File: config.mk
export PLATFORM = sky130hd
export DESIGN_NAME = ps2_scancode_flat
export DESIGN_NICKNAME = d
export VERILOG_FILES = /design/src/rtl/ps2_pkg.sv /design/src/rtl/ps2_scancode_if.sv /design/src/rtl/ps2_rx.sv /design/src/rtl/ps2_scancode.sv /design/src/flat_wrapper.sv
export SDC_FILE = /design/constraint.sdc
export NUM_CORES = 1
export LEC_CHECK = 0
export BUFFER_PORTS_ARGS = -buffer_cell sky130_fd_sc_hd__buf_2
export CORE_MARGIN = 2
export CORE_UTILIZATION = 30
export CTS_CLUSTER_DIAMETER = 120
export DETAILED_ROUTE_END_ITERATION = 10
export REMOVE_ABC_BUFFERS = 1
export SYNTH_ARGS = -nofsm -noshare
export SYNTH_HDL_FRONTEND = slang
export SYNTH_HIERARCHICAL = 1
export SYNTH_SLANG_ARGS = --single-unit
File: constraint.sdc
create_clock -name clock -period 5.1 [get_ports clock]
set_input_delay 0.255 -clock clock [delete_from_list [all_inputs] [get_ports clock]]
set_output_delay 0.255 -clock clock [all_outputs]
set_load 0.005 [all_outputs]
File: src/rtl/ps2_pkg.sv
// Shared PS/2 constants: prefix bytes, ignored keyboard replies, receiver states.
// Latency: none (declarations only).
// Backpressure: not applicable.
package ps2_pkg;

    localparam logic [7:0] PS2_EXT        = 8'hE0;
    localparam logic [7:0] PS2_BRK        = 8'hF0;
    localparam logic [7:0] PS2_PAUSE      = 8'hE1;
    localparam logic [2:0] PS2_PAUSE_SKIP = 3'd7;

    // Keyboard self-test, ack, echo, resend and error replies; never key events.
    localparam logic [7:0] PS2_IGNORED [6] = '{8'hAA, 8'hFA, 8'hEE, 8'hFE, 8'h00, 8'hFF};

    typedef enum logic [0:0] {
        IDLE = 1'b0,
        RECV = 1'b1
    } rx_state_e;

    function automatic logic is_ignored(input logic [7:0] b);
        logic hit;
        hit = 1'b0;
        for (int i = 0; i < 6; i++) begin
            if (b == PS2_IGNORED[i]) hit = 1'b1;
        end
        return hit;
    endfunction

endpackage

File: src/rtl/ps2_scancode_if.sv
// Key-event bus from the scancode front end into the key matrix stage.
// Latency: none (wires only).
// Backpressure: none; the matrix must accept every strb pulse.
interface ps2_scancode_if;
    logic       strb;
    logic       make;
    logic [7:0] code;
    logic       extd;

    modport master (output strb, output make, output code, output extd);
    modport slave  (input  strb, input  make, input  code, input  extd);
endinterface

File: src/rtl/ps2_rx.sv
// PS/2 receiver: synchronise, deglitch, deserialise 11-bit frames, check parity.
// Latency: byte_rdy_o one cycle after the fall that samples the stop bit.
// Backpressure: none; a byte is presented for one cycle and must be taken.
module ps2_rx
    import ps2_pkg::*;
#(
    parameter int          FILTER  = 8,
    parameter logic [15:0] TIMEOUT = 16'd50000
) (
    input  logic       clock,
    input  logic       reset,
    input  logic       ps2Ck,
    input  logic       ps2D,
    output logic       byte_rdy_o,
    output logic [7:0] byte_o,
    output logic       err_o
);

    localparam int            FW        = $clog2(FILTER + 1);
    localparam logic [FW-1:0] FILT_LAST = FW'(FILTER - 1);

    logic [1:0]    ck_sync_q;
    logic [1:0]    d_sync_q;
    logic          ck_filt_q;
    logic [FW-1:0] filt_cnt_q;
    logic [15:0]   to_cnt_q;
    logic          fall;
    logic          timed_out;

    rx_state_e     state_q, state_d;
    logic [3:0]    bit_cnt_q, bit_cnt_d;
    logic [9:0]    sh_q, sh_d;
    logic [7:0]    byte_q, byte_d;
    logic          byte_rdy_q, byte_rdy_d;
    logic          err_q, err_d;

    // Two-flop synchronisers; reset to the idle-high bus level.
    always_ff @(posedge clock) begin
        if (reset) begin
            ck_sync_q <= 2'b11;
            d_sync_q  <= 2'b11;
        end else begin
            ck_sync_q <= {ck_sync_q[0], ps2Ck};
            d_sync_q  <= {d_sync_q[0], ps2D};
        end
    end

    // Accept a new clock level only after FILTER consecutive differing samples.
    always_ff @(posedge clock) begin
        if (reset) begin
            ck_filt_q  <= 1'b1;
            filt_cnt_q <= '0;
        end else if (ck_sync_q[1] == ck_filt_q) begin
            filt_cnt_q <= '0;
        end else if (filt_cnt_q == FILT_LAST) begin
            ck_filt_q  <= ck_sync_q[1];
            filt_cnt_q <= '0;
        end else begin
            filt_cnt_q <= filt_cnt_q + FW'(1);
        end
    end

    // Falling edge is the cycle in which the filtered level drops.
    assign fall = ck_filt_q & ~ck_sync_q[1] & (filt_cnt_q == FILT_LAST);

    // Saturating count of cycles since the last falling edge.
    always_ff @(posedge clock) begin
        if (reset || fall) begin
            to_cnt_q <= '0;
        end else if (to_cnt_q != 16'hFFFF) begin
            to_cnt_q <= to_cnt_q + 16'd1;
        end
    end

    assign timed_out = (state_q == RECV) && (to_cnt_q >= TIMEOUT);

    // Shift bits in LSB first; after the stop bit sh_q = {parity, d7..d0, start}.
    always_comb begin
        state_d    = state_q;
        bit_cnt_d  = bit_cnt_q;
        sh_d       = sh_q;
        byte_d     = byte_q;
        byte_rdy_d = 1'b0;
        err_d      = 1'b0;
        if (fall) begin
            sh_d = {d_sync_q[1], sh_q[9:1]};
            if (bit_cnt_q == 4'd10) begin
                state_d   = IDLE;
                bit_cnt_d = 4'd0;
                if (!sh_q[0] && d_sync_q[1] && (^sh_q[9:1])) begin
                    byte_rdy_d = 1'b1;
                    byte_d     = sh_q[8:1];
                end else begin
                    err_d = 1'b1;
                end
            end else begin
                state_d   = RECV;
                bit_cnt_d = bit_cnt_q + 4'd1;
            end
        end else if (timed_out) begin
            state_d   = IDLE;
            bit_cnt_d = 4'd0;
            err_d     = 1'b1;
        end
    end

    // Receiver state registers.
    always_ff @(posedge clock) begin
        if (reset) begin
            state_q    <= IDLE;
            bit_cnt_q  <= 4'd0;
            sh_q       <= '0;
            byte_q     <= 8'h00;
            byte_rdy_q <= 1'b0;
            err_q      <= 1'b0;
        end else begin
            state_q    <= state_d;
            bit_cnt_q  <= bit_cnt_d;
            sh_q       <= sh_d;
            byte_q     <= byte_d;
            byte_rdy_q <= byte_rdy_d;
            err_q      <= err_d;
        end
    end

    assign byte_rdy_o = byte_rdy_q;
    assign byte_o     = byte_q;
    assign err_o      = err_q;

endmodule

File: src/rtl/ps2_scancode.sv
// PS/2 keyboard front end: strips E0/F0/E1 prefixes, emits one strobe per key event.
// Latency: strb one cycle after the receiver's byte-ready pulse.
// Backpressure: none; events are at least one PS/2 frame apart.
module ps2_scancode
    import ps2_pkg::*;
#(
    parameter int          FILTER  = 8,
    parameter logic [15:0] TIMEOUT = 16'd50000
) (
    input  logic            clock,
    input  logic            reset,
    input  logic            ps2Ck,
    input  logic            ps2D,
    ps2_scancode_if.master  ev
);

    logic       byte_rdy;
    logic [7:0] rx_byte;
    logic       rx_err;

    logic       strb_q, strb_d;
    logic       make_q, make_d;
    logic [7:0] code_q, code_d;
    logic       extd_q, extd_d;
    logic       ext_flag_q, ext_flag_d;
    logic       brk_flag_q, brk_flag_d;
    logic [2:0] skip_q, skip_d;

    ps2_rx #(
        .FILTER  (FILTER),
        .TIMEOUT (TIMEOUT)
    ) u_rx (
        .clock      (clock),
        .reset      (reset),
        .ps2Ck      (ps2Ck),
        .ps2D       (ps2D),
        .byte_rdy_o (byte_rdy),
        .byte_o     (rx_byte),
        .err_o      (rx_err)
    );

    // Prefix decoder; an active pause skip swallows bytes before any other rule.
    always_comb begin
        strb_d     = 1'b0;
        make_d     = make_q;
        code_d     = code_q;
        extd_d     = extd_q;
        ext_flag_d = ext_flag_q;
        brk_flag_d = brk_flag_q;
        skip_d     = skip_q;
        if (rx_err) begin
            ext_flag_d = 1'b0;
            brk_flag_d = 1'b0;
        end else if (byte_rdy) begin
            if (skip_q != 3'd0) begin
                skip_d = skip_q - 3'd1;
            end else if (rx_byte == PS2_EXT) begin
                ext_flag_d = 1'b1;
            end else if (rx_byte == PS2_BRK) begin
                brk_flag_d = 1'b1;
            end else if (rx_byte == PS2_PAUSE) begin
                skip_d = PS2_PAUSE_SKIP;
            end else if (is_ignored(rx_byte)) begin
                ext_flag_d = 1'b0;
                brk_flag_d = 1'b0;
            end else begin
                strb_d     = 1'b1;
                code_d     = rx_byte;
                make_d     = brk_flag_q;
                extd_d     = ext_flag_q;
                ext_flag_d = 1'b0;
                brk_flag_d = 1'b0;
            end
        end
    end

    // Output and flag registers; make idles high (no key pressed).
    always_ff @(posedge clock) begin
        if (reset) begin
            strb_q     <= 1'b0;
            make_q     <= 1'b1;
            code_q     <= 8'h00;
            extd_q     <= 1'b0;
            ext_flag_q <= 1'b0;
            brk_flag_q <= 1'b0;
            skip_q     <= 3'd0;
        end else begin
            strb_q     <= strb_d;
            make_q     <= make_d;
            code_q     <= code_d;
            extd_q     <= extd_d;
            ext_flag_q <= ext_flag_d;
            brk_flag_q <= brk_flag_d;
            skip_q     <= skip_d;
        end
    end

    assign ev.strb = strb_q;
    assign ev.make = make_q;
    assign ev.code = code_q;
    assign ev.extd = extd_q;

endmodule

File: src/flat_wrapper.sv
// flat-port wrapper written by rule: the top's interface ports become plain ports
module ps2_scancode_flat import ps2_pkg::*;
#(
    parameter int          FILTER  = 8,
    parameter logic [15:0] TIMEOUT = 16'd50000
)
  (clock, reset, ps2Ck, ps2D, ev_strb, ev_make, ev_code, ev_extd);
  ps2_scancode_if ev_i ();
  input  logic clock;
  input  logic reset;
  input  logic ps2Ck;
  input  logic ps2D;
  output wire logic [$bits(ev_i.strb)-1:0] ev_strb;
  output wire logic [$bits(ev_i.make)-1:0] ev_make;
  output wire logic [$bits(ev_i.code)-1:0] ev_code;
  output wire logic [$bits(ev_i.extd)-1:0] ev_extd;
  assign ev_strb = ev_i.strb;
  assign ev_make = ev_i.make;
  assign ev_code = ev_i.code;
  assign ev_extd = ev_i.extd;
  ps2_scancode #(.FILTER(FILTER), .TIMEOUT(TIMEOUT)) u_core (.clock(clock), .reset(reset), .ps2Ck(ps2Ck), .ps2D(ps2D), .ev(ev_i));
endmodule
# Word-level counts from Yosys, hierarchy flattened
# Cells that the tools add are included.
word_totals:
  regBits: 66
  latch_bits: 0
  ram_bits: 0
  romBits: 0
  output_inout_bits: 11
  mem_count: 0
classes:
  n_addsub: 4
  n_mul: 0
  div_mod_pow: 0
  order_cmp: 1
  n_eq_ne: 17
  shifts: 0
  mux: 32
  bitwise_logic: 13
  n_reduce_logical: 20
op_table:
  columns: ["op", "count"]
  rows:
  - ["$eq A8 B8 Y1 const B", 8]
  - ["$mux W1", 25]
  - ["$add A16 B1 Y16 const B", 1]
  - ["$ge A16 B16 Y1 const B", 1]
  - ["$ne A16 B16 Y1 const B", 1]
  - ["$mux W3", 4]
  - ["$mux W4", 3]
  - ["$not A1 Y1", 11]
  - ["$ne A2 B1 Y1 const B", 5]
  - ["$reduce_xor A9 Y1", 1]
  - ["$add A4 B1 Y4 const B", 2]
  - ["$logic_not A8 Y1", 1]
  - ["$reduce_and A4 Y1", 2]
  - ["$reduce_and A7 Y1", 1]
  - ["$reduce_or A7 Y1", 1]
  - ["$reduce_or A3 Y1", 2]
  - ["$reduce_and A5 Y1", 1]
  - ["$eq A4 B3 Y1 const B", 1]
  - ["$eq A4 B4 Y1 const B", 1]
  - ["$reduce_bool A2 Y1", 2]
  - ["$logic_and A1 B1 Y1", 3]
  - ["$reduce_and A3 Y1", 1]
  - ["$reduce_bool A3 Y1", 1]
  - ["$sub A3 B1 Y3 const B", 1]
  - ["other kinds (6)", 7]

# Logic depth before layout (Yosys ltp)
# Gate-level depths: netlist (run 1).
logic_depth:
  word_depth: 15
  depth_mapped: 7
  depth_no_buf: 7

# Modules after synthesis
# Netlist (run 1), hierarchy kept.
by_module_without_submodules:
  columns: ["mod", "instances", "cells_each", "area_per_inst_um2", "seq_area_each_um2"]
  rows:
  - ["ps2_rx", 1, 241, 2174.6, 1001.0]
  - ["ps2_scancode", 1, 96, 927.1, 320.3]

# Least setup slack after synthesis (run 1)
# OpenSTA, ideal clock, no wires.
synth_timing:
  kind: "reg-to-reg"
  startpoint: "reg u_core.u_rx.filt_cnt_q[0]"
  endpoint: "reg u_core.u_rx.byte_q[1] (netlist: u_core/u_rx/byte_o[1])"
  setup_time_ns: 0.124
  arrival_ns: 1.612
  setup_slack_ns: 3.364
  path_stages_with_launch: 7
  path_buffers: 0
  synth_period_minus_slack_ns: 1.736
  cell_sequence: "dfxtp_1 ha_1 nand4b_1 nor4b_1 mux2i_4 mux2i_1 nor2_1"
synth_via:
  elab_chain_cells: 3
synth_rtl:
  columns: ["element", "line", "source"]
  rows:
  - ["start, declared", "ps2_rx.sv:25", "logic [FW-1:0] filt_cnt_q;"]
  - ["start signal, assigned", "ps2_rx.sv:59", "filt_cnt_q <= filt_cnt_q + FW'(1);"]
  - ["$eq A4 B3 Y1", "ps2_rx.sv:64", "assign fall = ck_filt_q & ~ck_sync_q[1] & (filt_cnt_q == FILT_LAST);"]
  - ["$and A1 B1 Y1", "ps2_rx.sv:64", null]
  - ["$reduce_and A3 Y1 (no source line)", null, null]
  - ["end signal, assigned", "ps2_rx.sv:120", "byte_q <= byte_d;"]
  - ["end, declared", "ps2_rx.sv:33", "logic [7:0] byte_q, byte_d;"]
# Every way passes these cells.
# A chain may end at the register's enable or synchronous reset.

# Final worst setup path (run 1)
layout_timing:
  startpoint: "reg u_core.u_rx.filt_cnt_q[0]"
  endpoint: "reg u_core.u_rx.byte_q[3] (netlist: u_core/u_rx/byte_o[3])"
# Same word-level chain as after synthesis.

==> impl_metrics.toml, run 1 <==
[outcome]
outcome = "finished, final reports clean"

[sta]
hold_viol_final = 0
fmax_mhz = 383.4
finalMaxSlewViolations = 0
period_minus_slack_ns = 2.609
slew_headroom_pct = 25.08
setup_violations = 0
rsz0062_at_grt = "false"
finalSetupTns_ns = 0
clock_skew_ns = 0.008751
worstMarginPinSlew_ns = 1.115
period_share_pct = 51.15

[placement]
place.detailed.hpwl_um = 3696
port_buffers = 14
place.gp.congestion = 0.7153

[routing]
wl_per_cell_um = 11.08
drc = 0
routed_wl_um = 5441
antenna_left = 0
drt_first_pass_iters = 4
drt_iter0_markers = 71
vias_per_cell = 4.701
vias = 2308

[clock_network]
clkSinkCount = 66
htree_levels = 3
postCtsSetupBuffers = 0
clock_latency_ns = 0.34
tritoncts = "done"
hold_buffers = 0
cts_resized = 0
root_buffer = "clkbuf_8"
numCtsBuffers = 9
clk_pin_slew_ns = 0.07
clk_path_buf_depth = 2

[yosys]
synth_cell_types = 56
syn_inst = 337
synth_warnings = 6
ys_seq_area_share_pct = 42.60
synth-main-ff-cell = "dfxtp_1"
synth_edf_count = 0
async_reset_ff_share_pct = 0
yosys_register_bits = 66
post_synth.cell_area_avg_um2 = 9.204
synth_area_um2 = 3102

[grt]
grt_antenna_before_repair = 0
track_usage_pct = 10.48
grt_pass1_wl_um = 9680
grt_max_degree = 60
grt_overflow = 0
first_global_vias = 2108

[worst_setup_path]
critical_path_required_ns = 5.31
worstSetupEndpointType = "register"
critPathLaunchType = "register"
path_class = "reg -> reg"
arrival_ns = 2.82
cp_top_family = "simple AND/OR/NAND/NOR gates"
worst-path-buf-inv = 0
cp_cell_sequence = "ha_1, nand4b_1, nor4b_1, mux2i_4, mux2i_1, nor2_1"
cpPeakStageDelay_ns = 0.72
slowest_stage = "nor4b_1"
path_max_fanout = 22

[pwr]
p_total_uw = 974.9
power.density_nw_per_um2 = 281.0
max-vdd-ir-drop_v = 0.0001603
leakagePower_uw = 0.001253

[die]
dieArea_um2 = 11170
core_area_um2 = 10180
ios = 15
start_util_pct = 30.45
die_x_um = 105.7
die_h_um = 105.7
rows = 37

[layout]
area_growth_pct = 11.86
nNetsFinal = 362
drive_gt1_share_pct = 16.90
diodes = 0
layout_commonest_cell = "dfxtp_1"
multi_input_area_um2 = 1668
layout.area.seq_um2 = 1321
most-common-layout-cells = "dfxtp_1 (66), nor2_1 (34), nand2_1 (30)"
n_fill_cell = 1069

[worst_hold_path]
hp-class = "in -> reg"

[run]
maxCapViolCount = 0
metal layers:
metal	wire length [um]	vias up	global-route usage, %
li1	-	1204	-
met1	2809	1064	13.68
met2	2345	30	16.27
met3	194	10	3.154
met4	92	0	3.947
met5	0	-	0
synth_stat cells (all sizes together), types with 4 or more instances:
master / number / area share (%)
a211oi: 6 / 1.6
a21oi: 25 / 4.0
and2: 4 / 0.81
and4: 5 / 1.4
clkbuf: 9 / 1.5
dfxtp: 66 / 43
ha: 8 / 3.2
inv: 10 / 1.2
mux2i: 19 / 6.5
nand2: 30 / 3.6
nand2b: 4 / 0.81
nand3: 14 / 2.3
nand4: 5 / 1.0
nor2: 34 / 4.1
nor2b: 4 / 0.81
nor3: 13 / 2.5
o21ai: 6 / 0.97
or2: 4 / 0.81
or2b: 16 / 4.5
xnor2: 14 / 4.0
worst register-to-register path, cell delays in order (launching register included):
cell      delay [ns]
dfxtp_1         0.35
ha_1            0.23
nand4b_1        0.69
nor4b_1         0.72
mux2i_4         0.25
mux2i_1         0.20
nor2_1          0.05
power by group:
group | leakage, uW | switching [uW] | total, uW | internal [uW]
registers | 0.000533 | 2.62 | 521 | 519
logic | 0.000617 | 13.9 | 20.8 | 6.87
clock network | 0.000103 | 195 | 433 | 237
total | 0.00125 | 212 | 975 | 763
cells by family (layout without fill, tap and decap cells):
| kind of cell | Yosys count | count (layout) | synth area share [%] |
|---|---|---|---|
| adders and majority gates | 8 | 8 | 3.227 |
| xor gates and xnor gates | 18 | 18 | 6.051 |
| and+or+nand+nor | 151 | 151 | 27.19 |
| DFF | 66 | 66 | 42.60 |
| muxes | 20 | 20 | 6.898 |
| AOI/OAI and AO/OA | 51 | 51 | 10.41 |
| buffers and inverters | 23 | 41 | 3.631 |
stage by stage:
stage	cells	utilization (%)	worst slack [ns]	hold WS, ns	area (um^2)
2_1_floorplan	324	-	2.897	0.3241	3027
3_3_place_gp	475	32.15	2.569	0.3926	3274
3_5_place_dp	475	32.15	2.461	0.3923	3274
4_1_cts	491	34.07	2.492	0.07619	3470
5_1_grt	491	34.07	2.144	0.08951	3470
6_report	491	34.07	2.491	0.09720	3470
cell type report:
type                            instances  area share, %
Clock buffer                           11          4.075
Clock inverter                          5          1.551
Inverter                               10          1.082
Multi-Input combinational cell        248          48.07
Sequential cell                        66          38.08
Tap cell                              136          4.904
Timing Repair Buffer                   15          2.236
flip-flops by register name, indices dropped and copies added, names as in the netlist:
name	flops
u_core/u_rx/sh_q	10
u_core/ev.make	1
u_core/u_rx/err_o	1
u_core/u_rx/byte_o	8
u_core/u_rx/state_q	1
u_core/ev.extd	1
u_core/ev.code	8
u_core/u_rx/bit_cnt_q	4
u_core/u_rx/d_sync_q	2
u_core/u_rx/byte_rdy_o	1
u_core/brk_flag_q	1
u_core/ev.strb	1
u_core/u_rx/to_cnt_q	16
u_core/u_rx/ck_sync_q	2
u_core/skip_q	3
u_core/ext_flag_q	1
u_core/u_rx/filt_cnt_q	4
u_core/u_rx/ck_filt_q	1
path summary, 6_finish.rpt:
kind | slack, ns | cells past startpoint | startpoint | endpoint
worst max-delay path | 2.49 | 6 | u_core/u_rx/filt_cnt_q[0] | u_core/u_rx/byte_o[3]
worst min-delay path | 0.1 | 2 | ps2Ck | u_core/u_rx/ck_sync_q[0]
worst max register to register | 2.49 | 6 | u_core/u_rx/filt_cnt_q[0] | u_core/u_rx/byte_o[3]
worst min register to register | 0.41 | 1 | u_core/u_rx/d_sync_q[0] | u_core/u_rx/d_sync_q[1]
Note: power is estimated with default switching activity, not from simulation.
==> run 2: changes to the inputs <==
--- a/config.mk
+++ b/config.mk
@@ -5,6 +5,7 @@
 export SDC_FILE = /design/constraint.sdc
 export NUM_CORES = 1
 export LEC_CHECK = 0
+export ABC_AREA = 1
 export BUFFER_PORTS_ARGS = -buffer_cell sky130_fd_sc_hd__buf_2
 export CORE_MARGIN = 2
 export CORE_UTILIZATION = 30
==> constraint.sdc (replaced) <==
create_clock -name clock -period 2.3 [get_ports clock]
set_input_delay 0.115 -clock clock [delete_from_list [all_inputs] [get_ports clock]]
set_output_delay 0.115 -clock clock [all_outputs]
set_load 0.005 [all_outputs]
==> run 2 against run 1 <==
Combinational power grew to 2.8 times the previous value; non-clock buffer count rose by 4; highest routed layer unchanged; total power rose to 2.7 times the previous value; register-to-register slack got worse by 2.2 ns; sequential power rose by 120%; utilization rose by 1.9 points; count of clock-buffer cells in the layout increased by 1; largest power group is now the clock network; cell count up 35%; via count is 25% higher; worst hold slack improved by 0.038 ns; sequential share of layout area fell by 4.5 points.
==> impl_metrics.toml, run 2 <==
[outcome]
outcome = "finished, final reports clean"

[routing]
vias_per_cell = 4.350
drc = 0
routed_wl_um = 6183
vias = 2884
drt_first_pass_iters = 4
wl_per_cell_um = 9.326
drt_iter0_markers = 108
antenna_left = 0

[worst_setup_path]
rr_endpoint = "u_core/ev.code[7]"
path_max_fanout = 12
critPathLaunchType = "register"
critical_path_required_ns = 2.56
r2r-start = "u_core/u_rx/byte_o[0]"
path_class = "reg -> reg"
arrival_ns = 2.23
ff2ff_path_depth = 8
worstSetupEndpointType = "register"
rrSetupSlack_ns = 0.33

[sta]
fmax_mhz = 508.6
slew_headroom_pct = 53.02
worst_slack_ns = 0.3338
finalSetupTns_ns = 0
hold_viol_final = 0
setup_violations = 0
whs_ns = 0.1350
clock_skew_ns = 0.007496
period_minus_slack_ns = 1.966
worstMarginPinSlew_ns = 0.7021
finalMaxSlewViolations = 0
rsz0062_at_grt = "false"
period_share_pct = 85.49

[layout]
nNetsFinal = 530
diodes = 0
most-common-layout-cells = "nand2_1 (104), inv_1 (99), dfxtp_1 (66)"
reg.largest.list = "u_core/u_rx/to_cnt_q (16), u_core/u_rx/sh_q (10)"
n_fill_cell = 1187
postLayoutCoreUtil_pct = 35.95
finalNonFillerCells = 663
area_growth_pct = 16.03
regMostFlops = "u_core/u_rx/to_cnt_q"
layout_commonest_cell = "nand2_1"
largest_reg_flops = 16
drive_gt1_share_pct = 13.38

[clock_network]
clkSinkCount = 66
htree_levels = 3
tritoncts = "done"
clock_latency_ns = 0.33
postCtsSetupBuffers = 0
cts_resized = 0
numCtsBuffers = 9
clk_path_buf_depth = 2
clk_pin_slew_ns = 0.05
root_buffer = "clkbuf_16"

[placement]
place.gp.congestion = 0.8175
place_ws_ns = 0.3500
dpl.cell_count = 645
port_buffers = 14
place.detailed.hpwl_um = 4637

[pwr]
leakagePower_uw = 0.001706
max-vdd-ir-drop_v = 0.0003296
power.density_nw_per_um2 = 658.6

[yosys]
synth-simple-area-share_pct = 34.12
synth_cell_types = 31
synth_top_area_cell = "dfxtp_1"
synth.top_cell.area_share_pct = 39.00
synth_top_family_by_area = "simple AND/OR/NAND/NOR gates"
synthTopCellsByCount = "nand2_1 (104), inv_1 (99), dfxtp_1 (66), nor2_1 (53)"
synth_warnings = 6
yosysMostFrequentCell = "nand2_1"
synthTopCellsByArea = "dfxtp_1 (39%), nand2_1 (12%), inv_1 (11%), nor2_1 (5.9%), nand4_1 (3.9%)"
yosys_register_bits = 66
synth_edf_count = 0
ys_seq_area_share_pct = 39.00
synth_compound_area_share_pct = 8.973
async_reset_ff_share_pct = 0
muxShareOfSynthArea_pct = 0
synth-main-ff-cell = "dfxtp_1"
syn_inst = 498
post_synth.cell_area_avg_um2 = 6.804
synth_area_um2 = 3388
synthAdderAreaFrac_pct = 2.954
synth_xor_area_share_pct = 1.809

[grt]
grt_pass1_wl_um = 11410
grt_overflow = 0
grt_antenna_before_repair = 0
grt_max_degree = 19
track_usage_pct = 11.86
first_global_vias = 2737

[die]
ios = 15
rows = 38
die_x_um = 110.3
start_util_pct = 30.98
die_h_um = 110.3
core_area_um2 = 10940
dieArea_um2 = 12160

[worst_hold_path]
whs_path_depth = 2
hp-start = "reset"
min_to = "u_core/u_rx/byte_rdy_o"
hp-class = "in -> reg"

[run]
maxCapViolCount = 0
run 2: cell types whose count changed after synthesis, moves of 12 or more:
cell,change
o21ai_0,+19
nor2_1,+19
nand2_1,+74
nand2_2,+12
nand4_1,+16
inv_1,+89
mux2i_1,-18
or2b_2,-15
run 2: metrics by stage:
| step | instance area, um^2 | power, uW |
|---|---|---|
| final | 3931 | 2589 |
| after CTS | 3931 | 2641 |
| after global routing | 3931 | 2699 |
| after global placement | 3605 | 1238 |
| after floorplan | 3337 | 1218 |
| after detailed placement | 3605 | 1240 |
run 2: worst max-delay path by stage:
stage	cells after the start	startpoint	slack, ns	endpoint
final	8	u_core/u_rx/byte_o[0]	0.33	u_core/ev.code[7]
after global routing	8	u_core/u_rx/byte_o[0]	0.09	u_core/ev.code[7]
after CTS	8	u_core/u_rx/byte_o[0]	0.33	u_core/ev.code[7]
after detailed placement	8	u_core/u_rx/byte_o[0]	0.35	u_core/ev.code[7]
after global placement	8	u_core/u_rx/byte_o[0]	0.44	u_core/ev.code[7]
after floorplan	8	u_core/u_rx/filt_cnt_q[0]	0.52	u_core/u_rx/to_cnt_q[14]
run 2: cell families after synthesis:
group,count (synthesis)
flops,66
xor+xnor,7
fa+ha+maj,8
buf+inv,115
simple gates,245
compound gates,57
run 2: area by class of cell:
class	instances	area (um^2)	share of cell area, %
Clock buffer	12	256.5	6.525
Clock inverter	4	50.05	1.273
Inverter	105	394.1	10.03
Multi-Input combinational cell	317	1622	41.25
Sequential cell	66	1321	33.61
Tap cell	140	175.2	4.456
Timing Repair Buffer	19	112.6	2.864
run 2: critical path, cell delays in order, from the launching register on:
cell and delay, ns:
dfxtp_1 0.40, nor2_1 0.07, nand2_1 0.10, nor2_1 0.07, nor2_1 0.53, nand3_2 0.43, nand2_1 0.16, inv_1 0.05
nor2_1 0.09
run 2: metal layers:
layer	share of wire, %	routed length (um)	up-vias	GRT usage (%)
li1	-	-	1591	-
met1	49	3058	1263	13.57
met2	46	2858	25	20.33
met3	3.3	206	5	4.586
met4	0.95	59	0	3.750
met5	0	0	-	0
run 2: what timing repair did:
action,4_1_cts,5_1_grt
endpoints found under the hold margin,2,0
endpoints found under the setup margin,0,0
hold buffers,2,0
run 2: power breakdown:
group	switching (uW)	internal [uW]	leakage [uW]
Sequential	6.64	1150	0.000533
Combinational	37.2	20.8	0.00103
Clock	477	895	0.000145
Total	521	2070	0.00171
==> run 3: changes to the inputs <==
--- a/config.mk
+++ b/config.mk
@@ -11,6 +11,7 @@
 export CORE_UTILIZATION = 30
 export CTS_CLUSTER_DIAMETER = 120
 export DETAILED_ROUTE_END_ITERATION = 10
+export MAX_ROUTING_LAYER = met4
 export REMOVE_ABC_BUFFERS = 1
 export SYNTH_ARGS = -nofsm -noshare
 export SYNTH_HDL_FRONTEND = slang
==> run 3 against run 2 <==
Global-route usage grew 0.34 points; first-iteration DRC count did not move; worst setup slack got worse by 0.0095 ns; maximum frequency decreased by 0.48%; utilization unchanged; register-to-register slack barely moved; worst hold slack got worse by 0.0039 ns; non-clock buffer count unchanged; sequential share of layout area is the same; sequential power barely moved; critical endpoint unchanged; largest cell class unchanged; largest power group unchanged; highest routed layer unchanged.
==> impl_metrics.toml, run 3 (synthesis results as in run 2) <==
[worst_setup_path]
cpPeakStageDelay_ns = 0.53
arrival_ns = 2.24
crit_top_cell = "nor2_1"
cp_cell_sequence = "nor2_1, nand2_1, nor2_1, nor2_1, nand3_2, nand2_1, inv_1, nor2_1"
critPathLaunchType = "register"
slowest_stage = "nor2_1"
path_max_fanout = 12
worst-path-buf-inv = 1
critical_path_required_ns = 2.57
path_class = "reg -> reg"
worstSetupEndpointType = "register"
cp_top_family = "simple AND/OR/NAND/NOR gates"

[clock_network]
clkSinkCount = 66
htree_levels = 3
postCtsSetupBuffers = 0
numCtsBuffers = 9
clk_pin_slew_ns = 0.05
clk_path_buf_depth = 2
root_buffer = "clkbuf_16"
tritoncts = "done"
clock_latency_ns = 0.34

[layout]
diodes = 0
reg.largest.list = "u_core/u_rx/to_cnt_q (16), u_core/u_rx/sh_q (10)"
final_area_um2 = 3931
nNetsFinal = 530
postLayoutCoreUtil_pct = 35.95
regMostFlops = "u_core/u_rx/to_cnt_q"
drive_gt1_share_pct = 13.38
area_growth_pct = 16.03
layout.area.seq_um2 = 1321
multi_input_area_um2 = 1622
most-common-layout-cells = "nand2_1 (104), inv_1 (99), dfxtp_1 (66)"
n_fill_cell = 1187
largest_reg_flops = 16
layout_commonest_cell = "nand2_1"

[routing]
drt_iter0_markers = 108
antenna_left = 0
drt_first_pass_iters = 4
vias = 2906
routed_wl_um = 6207
vias_per_cell = 4.383
drc = 0
wl_per_cell_um = 9.362

[worst_hold_path]
hp-class = "in -> reg"

[pwr]
power.density_nw_per_um2 = 660.2
leakagePower_uw = 0.001706
max-vdd-ir-drop_v = 0.0003295

[sta]
worstMarginPinSlew_ns = 0.7175
fmax_mhz = 506.2
whs_ns = 0.1311
hold_viol_final = 0
period_minus_slack_ns = 1.976
slew_headroom_pct = 51.99
finalSetupTns_ns = 0
rsz0062_at_grt = "false"
clock_skew_ns = 0.007373
period_share_pct = 85.90
finalMaxSlewViolations = 0
setup_violations = 0

[run]
maxCapViolCount = 0

[die]
dieArea_um2 = 12160
die_h_um = 110.3
start_util_pct = 30.98
ios = 15
rows = 38
core_area_um2 = 10940
die_x_um = 110.3

[grt]
grt_overflow = 0
track_usage_pct = 12.19
grt_max_degree = 19
first_global_vias = 2737
grt_pass1_wl_um = 11410
grt_antenna_before_repair = 0

[placement]
port_buffers = 14
placed_area_um2 = 3605
place.detailed.hpwl_um = 4637
place.gp.congestion = 0.8297

[outcome]
outcome = "finished, final reports clean"
## run 3: cell counts in the layout (fill, tap and decap cells not counted)
Identical to the previous run, type by type.
## run 3: final cells by class
type,count,share of cell area [%]
Clock buffer,12,6.525
Clock inverter,4,1.273
Inverter,105,10.03
Multi-Input combinational cell,317,41.25
Sequential cell,66,33.61
Tap cell,140,4.456
Timing Repair Buffer,19,2.864
## run 3: worst reg2reg max path, cell delays in order (launching register included)
cell     delay, ns
dfxtp_1       0.41
nor2_1        0.07
nand2_1       0.11
nor2_1        0.07
nor2_1        0.53
nand3_2       0.43
nand2_1       0.16
inv_1         0.05
nor2_1        0.09
## run 3: path summary, 6_finish.rpt
kind | startpoint | end | slack [ns] | cells past startpoint
max | u_core/u_rx/byte_o[0] | u_core/ev.code[7] | 0.32 | 8
max reg2reg | u_core/u_rx/byte_o[0] | u_core/ev.code[7] | 0.32 | 8
min | reset | u_core/u_rx/byte_rdy_o | 0.13 | 2
min reg2reg | u_core/u_rx/d_sync_q[0] | u_core/u_rx/d_sync_q[1] | 0.41 | 1
## run 3: power by group
part | internal, uW | switching (uW)
Combinational | 20.8 | 37.4
Sequential | 1150 | 6.64
Clock | 895 | 483
Total | 2070 | 527
## run 3: per-layer routing
layer	up-vias	part of all wire [%]	GRT usage, %	wire length, um
met3	10	4.1	4.586	256
met5	-	0	-	0
met4	0	1.4	3.750	86
li1	1590	-	-	-
met1	1272	49	13.57	3071
met2	34	45	20.33	2793
## run 3: through the flow
step / total power [uW] / setup WS (ns) / cells
after detailed placement: 1240 / 0.3500 / 645
final: 2595 / 0.3244 / 663
after global placement: 1238 / 0.4365 / 645
after floorplan: 1218 / 0.5206 / 488
after global routing: 2699 / 0.08744 / 663
after CTS: 2641 / 0.3310 / 663
## run 3: repair_timing
item                                   in CTS  in global routing
endpoints found under the hold margin       2                  0
hold buffers                                2                  0
resized for setup                           0                  0
